==> src/rtl/stack_cpu.sv <==
// 16-bit two-stack Forth-style core: one instruction per clock, T in a register,
// N and R read from the stack RAMs. Define STACK_CPU_DATA_RAM_EN to add a 256x16 data RAM.
module stack_cpu #(
  parameter string       PROG_FILE    = "prog.hex",
  parameter int unsigned PROG_WORDS   = 256,
  parameter int unsigned DSTACK_DEPTH = 16,
  parameter int unsigned RSTACK_DEPTH = 16
) (
  input  logic        i_clock,
  input  logic        i_reset,
  output logic [15:0] o_ip,
  output logic [15:0] o_t,
  output logic [15:0] o_r,
  output logic [3:0]  o_alu_op
);

  localparam int unsigned AW = (PROG_WORDS > 1) ? $clog2(PROG_WORDS) : 1;
  localparam int unsigned DW = $clog2(DSTACK_DEPTH);
  localparam int unsigned RW = $clog2(RSTACK_DEPTH);

  typedef enum logic [2:0] {
    CLS_JMP  = 3'b000,
    CLS_JZ   = 3'b001,
    CLS_CALL = 3'b010,
    CLS_ALU  = 3'b011,
    CLS_LIT  = 3'b100
  } cls_t;

  typedef enum logic [3:0] {
    OP_T, OP_N, OP_ADD, OP_AND, OP_OR, OP_XOR, OP_INV, OP_EQ,
    OP_LT, OP_RSH, OP_DEC, OP_R, OP_LOAD, OP_LSH, OP_DEPTH, OP_ULT
  } op_t;

  logic [15:0] rom  [PROG_WORDS];
  logic [15:0] dmem [DSTACK_DEPTH];
  logic [15:0] rmem [RSTACK_DEPTH];

  logic [15:0]   ip, t;
  logic [DW-1:0] dsp, dsp_nxt;
  logic [RW-1:0] rsp, rsp_nxt;

  logic [AW-1:0] rom_addr;
  logic [15:0]   fetch, insn, n, r, alu, target;
  logic [15:0]   ip_nxt, t_nxt, rwdata;
  logic          dwe, rwe;
  cls_t          cls;
  op_t           op;
  logic [1:0]    unused_rsvd;

`ifdef STACK_CPU_DATA_RAM_EN
  logic [15:0] dram [256];
  logic        dram_we;
`endif

  always_comb begin
    fetch    = ip + 16'd1;
    rom_addr = AW'(32'(fetch) % PROG_WORDS);
    insn     = rom[rom_addr];
    n        = dmem[dsp];
    r        = rmem[rsp];
    cls      = insn[15] ? CLS_LIT : cls_t'({1'b0, insn[14:13]});
    op       = op_t'(insn[11:8]);
    // IP holds the address of the last executed instruction, so a branch to a stores a-1.
    target   = {3'b000, insn[12:0]} - 16'd1;
    unused_rsvd = {insn[5], insn[4]};
  end

  always_comb begin
    alu = t;
    case (op)
      OP_T:     alu = t;
      OP_N:     alu = n;
      OP_ADD:   alu = t + n;
      OP_AND:   alu = t & n;
      OP_OR:    alu = t | n;
      OP_XOR:   alu = t ^ n;
      OP_INV:   alu = ~t;
      OP_EQ:    alu = {16{n == t}};
      OP_LT:    alu = {16{$signed(n) < $signed(t)}};
      OP_RSH:   alu = n >> t[3:0];
      OP_DEC:   alu = t - 16'd1;
      OP_R:     alu = r;
`ifdef STACK_CPU_DATA_RAM_EN
      OP_LOAD:  alu = dram[t[7:0]];
`else
      OP_LOAD:  alu = '0;
`endif
      OP_LSH:   alu = n << t[3:0];
      OP_DEPTH: alu = {8'(rsp), 8'(dsp)};
      OP_ULT:   alu = {16{n < t}};
      default:  alu = t;
    endcase
  end

  always_comb begin
    ip_nxt  = fetch;
    t_nxt   = t;
    dsp_nxt = dsp;
    rsp_nxt = rsp;
    dwe     = 1'b0;
    rwe     = 1'b0;
    rwdata  = t;
`ifdef STACK_CPU_DATA_RAM_EN
    dram_we = 1'b0;
`endif
    case (cls)
      CLS_LIT: begin
        t_nxt   = {1'b0, insn[14:0]};
        dsp_nxt = dsp + DW'(1);
        dwe     = 1'b1;
      end
      CLS_JMP: ip_nxt = target;
      CLS_JZ: begin
        if (t == '0) ip_nxt = target;
        t_nxt   = n;
        dsp_nxt = dsp - DW'(1);
      end
      CLS_CALL: begin
        ip_nxt  = target;
        rsp_nxt = rsp + RW'(1);
        rwe     = 1'b1;
        rwdata  = fetch + 16'd1;
      end
      CLS_ALU: begin
        if (insn[12]) ip_nxt = r - 16'd1;
        t_nxt = alu;
        case (insn[1:0])
          2'b01:   dsp_nxt = dsp + DW'(1);
          2'b11:   dsp_nxt = dsp - DW'(1);
          default: dsp_nxt = dsp;
        endcase
        case (insn[3:2])
          2'b01:   rsp_nxt = rsp + RW'(1);
          2'b11:   rsp_nxt = rsp - RW'(1);
          default: rsp_nxt = rsp;
        endcase
        // Stack writes land at the post-delta pointer, so dup (T->N, d+1) pushes T.
        dwe    = insn[7];
        rwe    = insn[6];
        rwdata = t;
`ifdef STACK_CPU_DATA_RAM_EN
        dram_we = insn[5];
`endif
      end
      default: ;
    endcase
  end

  always_ff @(posedge i_clock) begin
    if (i_reset) begin
      ip  <= 16'hFFFF;
      t   <= '0;
      dsp <= '0;
      rsp <= '0;
    end else begin
      ip  <= ip_nxt;
      t   <= t_nxt;
      dsp <= dsp_nxt;
      rsp <= rsp_nxt;
    end
  end

  always_ff @(posedge i_clock) begin
    if (!i_reset && dwe) dmem[dsp_nxt] <= t;
  end

  always_ff @(posedge i_clock) begin
    if (!i_reset && rwe) rmem[rsp_nxt] <= rwdata;
  end

`ifdef STACK_CPU_DATA_RAM_EN
  always_ff @(posedge i_clock) begin
    if (!i_reset && dram_we) dram[t[7:0]] <= n;
  end
`endif

  always_comb begin
    o_ip     = ip;
    o_t      = t;
    o_r      = r;
    o_alu_op = (cls == CLS_ALU) ? insn[11:8] : 4'h0;
  end

endmodule

==> config.mk <==
export PLATFORM = sky130hd
export DESIGN_NAME = stack_cpu
export DESIGN_NICKNAME = d
export VERILOG_FILES = /design/src/rtl/stack_cpu.sv
export SDC_FILE = /design/constraint.sdc
export NUM_CORES = 1
export LEC_CHECK = 0
export BUFFER_PORTS_ARGS = -buffer_cell sky130_fd_sc_hd__buf_2
export CAP_MARGIN = 0
export CORE_UTILIZATION = 35
export DETAILED_ROUTE_END_ITERATION = 10
export PLACE_DENSITY_LB_ADDON = 0.12
export SYNTH_ARGS = -nofsm -noshare
export SYNTH_HDL_FRONTEND = slang
export SYNTH_MEMORY_MAX_BITS = 65536
export SYNTH_SLANG_ARGS = --single-unit
==> constraint.sdc <==
create_clock -name i_clock -period 4.55 [get_ports i_clock]
set_clock_uncertainty 0.15 [all_clocks]
set_input_delay 1.1375 -clock i_clock [delete_from_list [all_inputs] [get_ports i_clock]]
set_output_delay 1.1375 -clock i_clock [all_outputs]
set_load 0.03 [all_outputs]
# ---- Word level (Yosys, flattened, before mapping)
# Memory sizes are Yosys's and may differ from the RTL's. A register that Yosys moved wholly into a read port is not among the register bits.
# Index checks and enable logic that the tools add are counted.
dict set report classes {
  magnitude_cmp 2
  addsub 10
  n_eq_ne 25
  bitwise_logic 4
  mux 20
  shift 2
  reduce_logical 9
}
# operator count
set op_table {}
lappend op_table {{16-bit case mux with 15 select lines} 1}
lappend op_table {{16-bit case mux with 3 select lines} 2}
lappend op_table {{16-bit 2-to-1 mux} 3}
lappend op_table {{16-bit by 1-bit adder with 16-bit output (second input constant)} 2}
lappend op_table {{4-bit == test (both inputs constant)} 8}
lappend op_table {{16-bit < comparator} 2}
lappend op_table {{16-bit by 1-bit subtractor with 16-bit output (second input constant)} 2}
lappend op_table {{4-bit case mux with 2 select lines} 3}
lappend op_table {{16-bit adder} 1}
lappend op_table {{16-bit AND} 1}
lappend op_table {{16-bit == test} 1}
lappend op_table {{4-bit by 3-bit == test with 1-bit output (both inputs constant)} 4}
lappend op_table {{16-bit logical NOT} 1}
lappend op_table {{16-bit NOT} 1}
lappend op_table {{16-bit OR} 1}
lappend op_table {{16-bit by 4-bit << shifter with 16-bit output} 1}
lappend op_table {{16-bit by 4-bit >> shifter with 16-bit output} 1}
lappend op_table {{16-bit bitwise XOR} 1}
lappend op_table {{13-bit by 1-bit subtractor with 14-bit output (both inputs constant)} 1}
lappend op_table {{4-bit 2-to-1 mux} 3}
lappend op_table {{4-bit case mux with 3 select lines} 1}
lappend op_table {{4-bit by 1-bit adder with 4-bit output (second input constant)} 2}
lappend op_table {{4-bit by 2-bit == test with 1-bit output (both inputs constant)} 2}
lappend op_table {{4-bit by 1-bit subtractor with 4-bit output (second input constant)} 2}
lappend op_table {{17 further kinds} 25}
dict set report totals {
  mem_bits_rw 512
  regBits 40
  output_inout_bits 52
  wordCells 78
  inputBits 2
  n_memories 2
}
# name depth word_bits read_ports rd_ports_with_merged_regs wr line
set memory_table {}
lappend memory_table {dmem 16 16 1 1 1 35} ;# logic [15:0] dmem [DSTACK_DEPTH];
lappend memory_table {rmem 16 16 1 1 1 36} ;# logic [15:0] rmem [RSTACK_DEPTH];

# ---- Depth between registers and ports, before layout
# Gate-level depths: netlist (run 1).
dict set report logic_depth {
  word_depth 6
  mapped_depth 5
  ltp_nobuf 5
}

# ---- Least setup slack after synthesis (run 1)
# No wires, ideal clock.
dict set report synth_path {
  path_kind {register to output}
  startpoint {register ip[2], in the netlist o_ip[2]}
  endpoint {output port o_ip[2]}
  path_slack_ns 2.673
  path_buffers 0
  stages_incl_launch_ff 1
  t_arrival_ns 0.590
  required_time_ns 3.263
  path_cell_list {dfxtp_1}
}
# element line
set synth_rtl {}
lappend synth_rtl {{start: declaration} 38} ;# logic [15:0] ip, t;
lappend synth_rtl {{start signal: assignment} 156} ;# ip <= ip_nxt;
lappend synth_rtl {{end: declaration} 11} ;# output logic [15:0] o_ip,
# No word-level cell between the ends.

# ---- Final worst setup path (run 1)
dict set report layout_path {
  startpoint {register ip[2], in the netlist o_ip[2]}
  endpoint {output port o_ip[2]}
}
# No word-level cell between the ends.

==> results.toml, run 1 <==
[status]
status = "complete, no violations"

[yosys]
ys_warn_count = 0
synth_top_area_share_pct = 32.9
synth-compound-area-share_pct = 5.15
synth_top_family_by_area = "buffers and inverters"
synth_edf_count = 0
synth_mux_area_share_pct = 0
post_synth_xor_area_fraction_pct = 9.01
syn_area_um2 = 972
synth_async_sr_flop_share_pct = 0
yosys.area.top_type = "dfxtp_1"
ys_ff_latch = 16
synth_most_common_cell = "buf_4"
synth_seq_area_share_pct = 32.9
ys_top_cells_by_count = "buf_4, dfxtp_1, nand2b_1"
synth-simple-area-share_pct = 22.7
synth.distinct_cells = 26
syn_area_per_cell_um2 = 8.92
synth_fa_ha_area_share_pct = 1.29
synth_flop_cell = "dfxtp_1"
synth_cells = 109
yosys-top-cells-area = "dfxtp_1, buf_4, nand2b_1"

[clocking]
cts-resized-gates = 0
cts_inserted_buffers = 3
h-tree-depth = 1
cts.sinks = 16
cts_setup_buffers = 0
cts_tree = "yes"
holdBufCountCts = 0
clk_pin_slew_ns = 0.10
clkLatencyLatePin_ns = 0.28
root_buffer = "clkbuf_4"
clk_path_buf_depth = 2

[grt]
grt_pass1_wl_mm = 2.33
antenna_found_initial = 0
grt_max_degree = 19
grt_pass1_vias = 493
grt_use_total_pct = 11.5
grt_overflow = 0

[floorplan]
start_util_pct = 38.2
io_pins = 54
fp.dieH_um = 54.7
chipWidth_um = 54.7
die-area_mm2 = 0.00299
core_area_mm2 = 0.00254
num_rows = 18

[place]
place_ws_ns = 2.47
placed_cell_area_um2 = 952
port_buffers = 17
place.gp.congestion = 0.697
hpwl_mm = 1.16

[hold_path]
hp-class = "flip-flop to flip-flop"

[detailed_routing]
post-route-drc-count = 0
final_antenna_net_count = 0
drt_iter0_markers = 5
finalWirelength_mm = 1.50
viasPerCell = 4.13
num_vias = 653
avgRoutedWirePerCell_um = 9.51
dr.pass1.iters = 4

[worst_setup_path]
cpMaxStageDelayCell = "dfxtp_1"
critPathCaptureType = "output port"
cp.required_ns = 3.26
path_buf_inv = 1
crit_family = "flip-flops"
cpPeakStageDelay_ns = 0.47
worstPathArrival_ns = 1.00
path_cells = "buf_2"
critical_path_class = "flip-flop to output port"
cp-start-kind = "flip-flop"
crit_fanout = 6

[final_layout]
finalInstanceArea_um2 = 988
largest_register_ffs = 16
layout-drive-gt1-share_pct = 19.5
area_delta_synth_final_pct = 1.67
final_util_pct = 38.8
fillerInstances = 288
n_antenna_cell = 0
fin_nets = 132

[timing]
finalSetupViolations = 0
hold_ws_ns = 0.324
worst_slack_ns = 2.26
rsz0062_at_grt = "false"
fin_crit_sh_pct = 50.3
timing.fmax_mhz = 437
min_period_ns = 2.29
drv_slew = 0
fin_setup_tns_ns = 0
hold_violations = 0

[job]
cap_violations = 0

[pwr]
vdd_drop_max_v = 0.000282
leakage_uw = 0.000455
p_per_area_mw_per_mm2 = 643
cell families after synthesis:
| group | Yosys count |
|---|---|
| AOI/OAI and AO/OA | 7 |
| xor gates and xnor gates | 10 |
| adders and majority gates | 1 |
| buffers and inverters | 38 |
| DFF | 16 |
| other | 1 |
| and+or+nand+nor | 36 |
per-stage QoR:
step | cells | total power (µW)
final | 158 | 635
after global routing | 158 | 686
after CTS | 158 | 644
after detailed placement | 154 | 546
after global placement | 154 | 543
after floorplan | 144 | 501
cells in the final DEF (no fill, tap or decap):
cell      synthesis  routed
conb_1            1      36
buf_2             0      17
dfxtp_1          16      16
nand2b_1         11      11
xnor2_1           7       7
nand3_1           5       5
nor3_1            4       4
nand2_1           3       3
xor2_1            3       3
nor4_1            3       3
clkbuf_4          0       3
a31oi_1           2       2
nor2_1            2       2
nand4_1           2       2
nor2b_1           2       2
nand4_4           1       1
o21ai_0           1       1
or3b_2            1       1
and3_2            1       1
o21bai_1          1       1
or2_2             1       1
a311oi_1          1       1
a41oi_1           1       1
inv_1             1       1
a211oi_1          1       1
ha_1              1       1
clkbuf_8          0       1
power breakdown:
group	total, µW	internal (µW)	switching, µW
clock	95.3	48.7	46.6
sequential	230	180	50.3
combinational	310	102	208
total	635	330	305
metal layers:
layer / part of all wire (%) / GRT usage [%]
met4: 0.93 / 6.41
met1: 49 / 16.3
met2: 42 / 15.1
met5: 0 / 0
met3: 7.7 / 3.33
layout make-up:
class	count	area [µm²]	share of cell area (%)
Multi-Input combinational cell	90	505	51.1
Inverter	1	3.75	0.380
Clock buffer	4	36.3	3.67
Tap cell	30	37.5	3.80
Timing Repair Buffer	17	85.1	8.61
Sequential cell	16	320	32.4
worst paths after layout:
check                           from  cells after the start  slack [ns]                  end
setup / recovery  o_ip[2]$_SDFF_PP1_                      1        2.26              o_ip[2]
hold / removal    o_ip[0]$_SDFF_PP1_                      1        0.32   o_ip[0]$_SDFF_PP1_
setup reg to reg  o_ip[0]$_SDFF_PP1_                      5        2.89  o_ip[14]$_SDFF_PP1_
hold reg to reg   o_ip[0]$_SDFF_PP1_                      1        0.32   o_ip[0]$_SDFF_PP1_
(Power assumes the default switching activity.)
==> inputs of run 2 (changes only) <==
Settings changed: ABC_AREA set to 1.
Clock period 4.55 ns to 2 ns, I/O delays scaled along.
==> run 2 against run 1 <==
Global-route usage rose by 0.97 points. Register-to-register slack worse by 2.4 ns. Worst setup slack worse by 1.8 ns. Synthesized cell count increased by 32%. Largest cell class unchanged.
==> results.toml, run 2 <==
[worst_setup_path]
cp.required_ns = 1.35
cp-start-kind = "flip-flop"
cpPeakStageDelay_ns = 0.42
crit_family = "flip-flops"
reg2reg_depth = 6
cpMaxStageDelayCell = "dfxtp_1"
crit_fanout = 5
worstPathArrival_ns = 0.94
critical_path_class = "flip-flop to output port"
path_buf_inv = 1
path_cells = "buf_2"
path_depth = 1
critPathCaptureType = "output port"

[final_layout]
final_cell_mix = "conb_1, nand2_1, buf_2"
final_common_cell = "conb_1"
layout-drive-gt1-share_pct = 16.6
regArea_um2 = 320
largest_register_ffs = 16
fillerInstances = 323
multi_input_area_um2 = 498
area_delta_synth_final_pct = 1.10
finalNonFillerCells = 194
fin_nets = 168
n_antenna_cell = 0

[yosys]
ys_ff_latch = 16
yosys.area.top_type = "dfxtp_1"
syn_area_per_cell_um2 = 7.09
synth_edf_count = 0
yosys-top-cells-area = "dfxtp_1, buf_4, nand2_1"
ys_warn_count = 0
synth_cells = 144
syn_area_mm2 = 0.00102
synth.distinct_cells = 20
ys_top_cells_by_count = "buf_4, nand2_1, dfxtp_1, nand3_1, inv_1"
synth_flop_cell = "dfxtp_1"
synth_async_sr_flop_share_pct = 0
synth_seq_area_share_pct = 31.4
synth_top_area_share_pct = 31.4
synth_most_common_cell = "buf_4"

[floorplan]
core_area_mm2 = 0.00276
io_pins = 54
start_util_pct = 37.0
chipWidth_um = 56.0
die-area_mm2 = 0.00314
fp.dieH_um = 56.0
num_rows = 19

[status]
status = "complete, no violations"

[timing]
finalSetupViolations = 0
fin_setup_tns_ns = 0
hold_violations = 0
fin_crit_sh_pct = 79.3
rsz0062_at_grt = "false"
min_period_ns = 1.59
worst_slack_ns = 0.414
drv_slew = 0
timing.fmax_mhz = 630

[clocking]
h-tree-depth = 1
clkLatencyLatePin_ns = 0.28
cts_setup_buffers = 0
clk_pin_slew_ns = 0.09
cts-resized-gates = 0
holdBufCountCts = 0
clk_path_buf_depth = 2
cts.sinks = 16
cts_tree = "yes"
cts_inserted_buffers = 3
root_buffer = "clkbuf_4"

[detailed_routing]
top_layer = "met4"
met3_length_um = 91
drt_iter0_markers = 18
wl_met1_um = 902
dr.pass1.iters = 4
routed-wl-met2_um = 780
avgRoutedWirePerCell_um = 9.21
post-route-drc-count = 0
finalWirelength_mm = 1.79
num_vias = 812
final_antenna_net_count = 0
viasPerCell = 4.19

[hold_path]
hp-class = "flip-flop to flip-flop"
hold_depth = 1

[grt]
grt_max_degree = 11
grt_overflow = 0
grt_use_total_pct = 12.5
antenna_found_initial = 0
grt_pass1_wl_mm = 3.08
grt_pass1_vias = 721

[place]
hpwl_mm = 1.37
dpl.cell_count = 191
place.gp.congestion = 0.719
port_buffers = 17
place_ws_ns = 0.547

[pwr]
power_uw = 1120
leakage_uw = 0.000608
p_per_area_mw_per_mm2 = 1090
vdd_drop_max_v = 0.000439

[job]
cap_violations = 0
==> run 2: layout make-up <==
class	instances	share of cell area, %
clock buffer	3	2.18
inverter	16	5.82
multi-input combinational	110	48.2
sequential	16	31.0
tap	31	3.76
timing repair buffer	18	8.97
==> run 2: where the power goes <==
| group | total (µW) | switching, µW | internal, µW |
|---|---|---|---|
| Combinational | 518 | 387 | 131 |
| Clock | 169 | 99.6 | 69.8 |
| Sequential | 433 | 61.5 | 371 |
| Total | 1120 | 548 | 572 |
==> run 2: per-stage QoR <==
stage,util [%],hold WS [ns],area [µm²]
floorplan,-,0.398,1150
global placement,36.6,0.266,1010
detailed placement,36.6,0.285,1010
CTS,37.4,0.309,1030
global route,37.4,0.329,1030
finish,37.4,0.302,1030
==> run 2: final timing paths <==
kind                            from            endpoint  slack, ns
setup reg to reg  o_ip[0]$_SDFF_PP1_  o_ip[8]$_SDFF_PP1_       0.54
hold / removal    o_ip[0]$_SDFF_PP1_  o_ip[0]$_SDFF_PP1_       0.30
setup / recovery  o_ip[3]$_SDFF_PP1_             o_ip[3]       0.41
hold reg to reg   o_ip[0]$_SDFF_PP1_  o_ip[0]$_SDFF_PP1_       0.30
==> run 2: cell families after synthesis <==
kind of cell,share of synthesized area (%)
AND/OR/NAND/NOR,26.6
flip-flops,31.4
buffers and inverters,32.7
adder cells (fa/ha/maj),1.23
AO/OA/AOI/OAI,7.72
other,0.367
==> run 2: layer usage <==
layer	vias to the layer above	GRT usage, %
met1	354	16.6
met2	29	18.9
met5	-	0
met4	0	6.97
li1	427	-
met3	2	2.09
==> inputs of run 3 (changes only) <==
Clock period 2 ns to 1.5 ns, I/O delays scaled along.
==> run 3 against run 2 <==
Clock power rose by 71%. Worst setup slack got worse by 0.38 ns. Sequential share of layout area fell by 0.12 points. Die area did not move. Routed wire length rose by 1.5%. First-iteration DRC count fell by 44%. Clock-buffer cell count rose by 1. Global-route usage fell by 0.085 points. Final area rose by 3.5%. Worst hold slack got worse by 0.086 ns.
==> results.toml, run 3 (synthesis gave the netlist of run 2 again) <==
[clocking]
cts_tree = "yes"
clk_pin_slew_ns = 0.10
clk_path_buf_depth = 2
root_buffer = "clkbuf_4"
cts.sinks = 16
clkLatencyLatePin_ns = 0.29
cts_inserted_buffers = 3
holdBufCountCts = 0
h-tree-depth = 1

[grt]
grt_pass1_wl_mm = 3.08
grt_max_degree = 10
antenna_found_initial = 0
grt_overflow = 0
grt_use_total_pct = 12.4
grt_pass1_vias = 733

[floorplan]
die-area_mm2 = 0.00314
fp.dieH_um = 56.0
core_area_mm2 = 0.00276
start_util_pct = 37.0
chipWidth_um = 56.0
num_rows = 19
io_pins = 54

[status]
status = "complete, no violations"

[worst_setup_path]
r2r-start = "o_ip[0]$_SDFF_PP1_"
cpPeakStageDelay_ns = 0.42
cp.required_ns = 0.97
cpMaxStageDelayCell = "dfxtp_1"
r2r_slack_ns = 0.10
cp-startpoint = "o_ip[7]$_SDFF_PP1_"
critPathCaptureType = "output port"
critical_path_class = "flip-flop to output port"
crit_family = "flip-flops"
path_buf_inv = 1
worstPathArrival_ns = 0.94
crit_fanout = 5
cp-start-kind = "flip-flop"
path_cells = "buf_2"

[final_layout]
layout-drive-gt1-share_pct = 21.8
area_delta_synth_final_pct = 4.66
fillerInstances = 315
multi_input_area_um2 = 500
regArea_um2 = 330
final_common_cell = "conb_1"
final_cell_mix = "conb_1, nand2_1, nand3_1, buf_2, inv_1"
largest_register_ffs = 16
finalNonFillerCells = 196
fin_nets = 169
n_antenna_cell = 0
final_util_pct = 38.7

[timing]
timing.fmax_mhz = 683
rsz0062_at_grt = "true"
min_period_ns = 1.46
worst_slack_ns = 0.0351
drv_slew = 0
finalSetupViolations = 0
hold_violations = 0
hold_ws_ns = 0.216
fin_setup_tns_ns = 0
fin_crit_sh_pct = 97.7

[detailed_routing]
drt_iter0_markers = 10
dr.pass1.iters = 4
avgRoutedWirePerCell_um = 9.26
wl_met1_um = 833
num_vias = 834
routed-wl-met2_um = 861
final_antenna_net_count = 0
finalWirelength_mm = 1.81
met3_length_um = 84
post-route-drc-count = 0
top_layer = "met4"
viasPerCell = 4.26

[place]
port_buffers = 17
dpl.cell_count = 191
place.gp.congestion = 0.810
place_ws_ns = 0.101
hpwl_mm = 1.43

[hold_path]
hold_start = "i_reset"
hp-class = "primary input to flip-flop"

[pwr]
p_per_area_mw_per_mm2 = 1480
leakage_uw = 0.000618
vdd_drop_max_v = 0.000592

[job]
cap_violations = 0
run 3: per-layer routing:
| layer | up-vias | GRT usage, % |
|---|---|---|
| li1 | 429 | - |
| met1 | 364 | 15.1 |
| met2 | 37 | 19.9 |
| met3 | 4 | 1.40 |
| met4 | 0 | 9.06 |
| met5 | - | 0 |
run 3: worst paths after layout:
| kind | endpoint | depth (start not counted) |
|---|---|---|
| max | o_ip[7] | 1 |
| min | o_ip[6]$_SDFF_PP1_ | 3 |
| max reg2reg | o_ip[8]$_SDFF_PP1_ | 6 |
| min reg2reg | o_ip[0]$_SDFF_PP1_ | 1 |
run 3: layout make-up:
class,count,area share (%)
timing repair buffer,19,9.60
multi-input combinational,110,46.8
clock buffer,4,3.40
sequential,16,30.9
tap,31,3.63
inverter,16,5.62
run 3: report_power, final:
| part | switching, µW | internal, µW |
|---|---|---|
| logic | 520 | 185 |
| registers | 81.9 | 499 |
| clock network | 142 | 148 |
| total | 744 | 832 |
run 3: through the flow:
step           cell area [µm²]  total power (µW)
2_1_floorplan             1150              1210
3_3_place_gp              1010              1280
3_5_place_dp              1010              1280
4_1_cts                   1050              1580
5_1_grt                   1070              1700
6_report                  1070              1580
run 3: what timing repair did:
item / CTS / global route
endpoints found under the setup margin: 0 / 9
gates resized for setup: 0 / 7
setup buffers: 0 / 1
run 3: worst min-delay path: stages:
cell and delay (ns):
buf_2 0.14, a21oi_1 0.05, o21ai_1 0.06
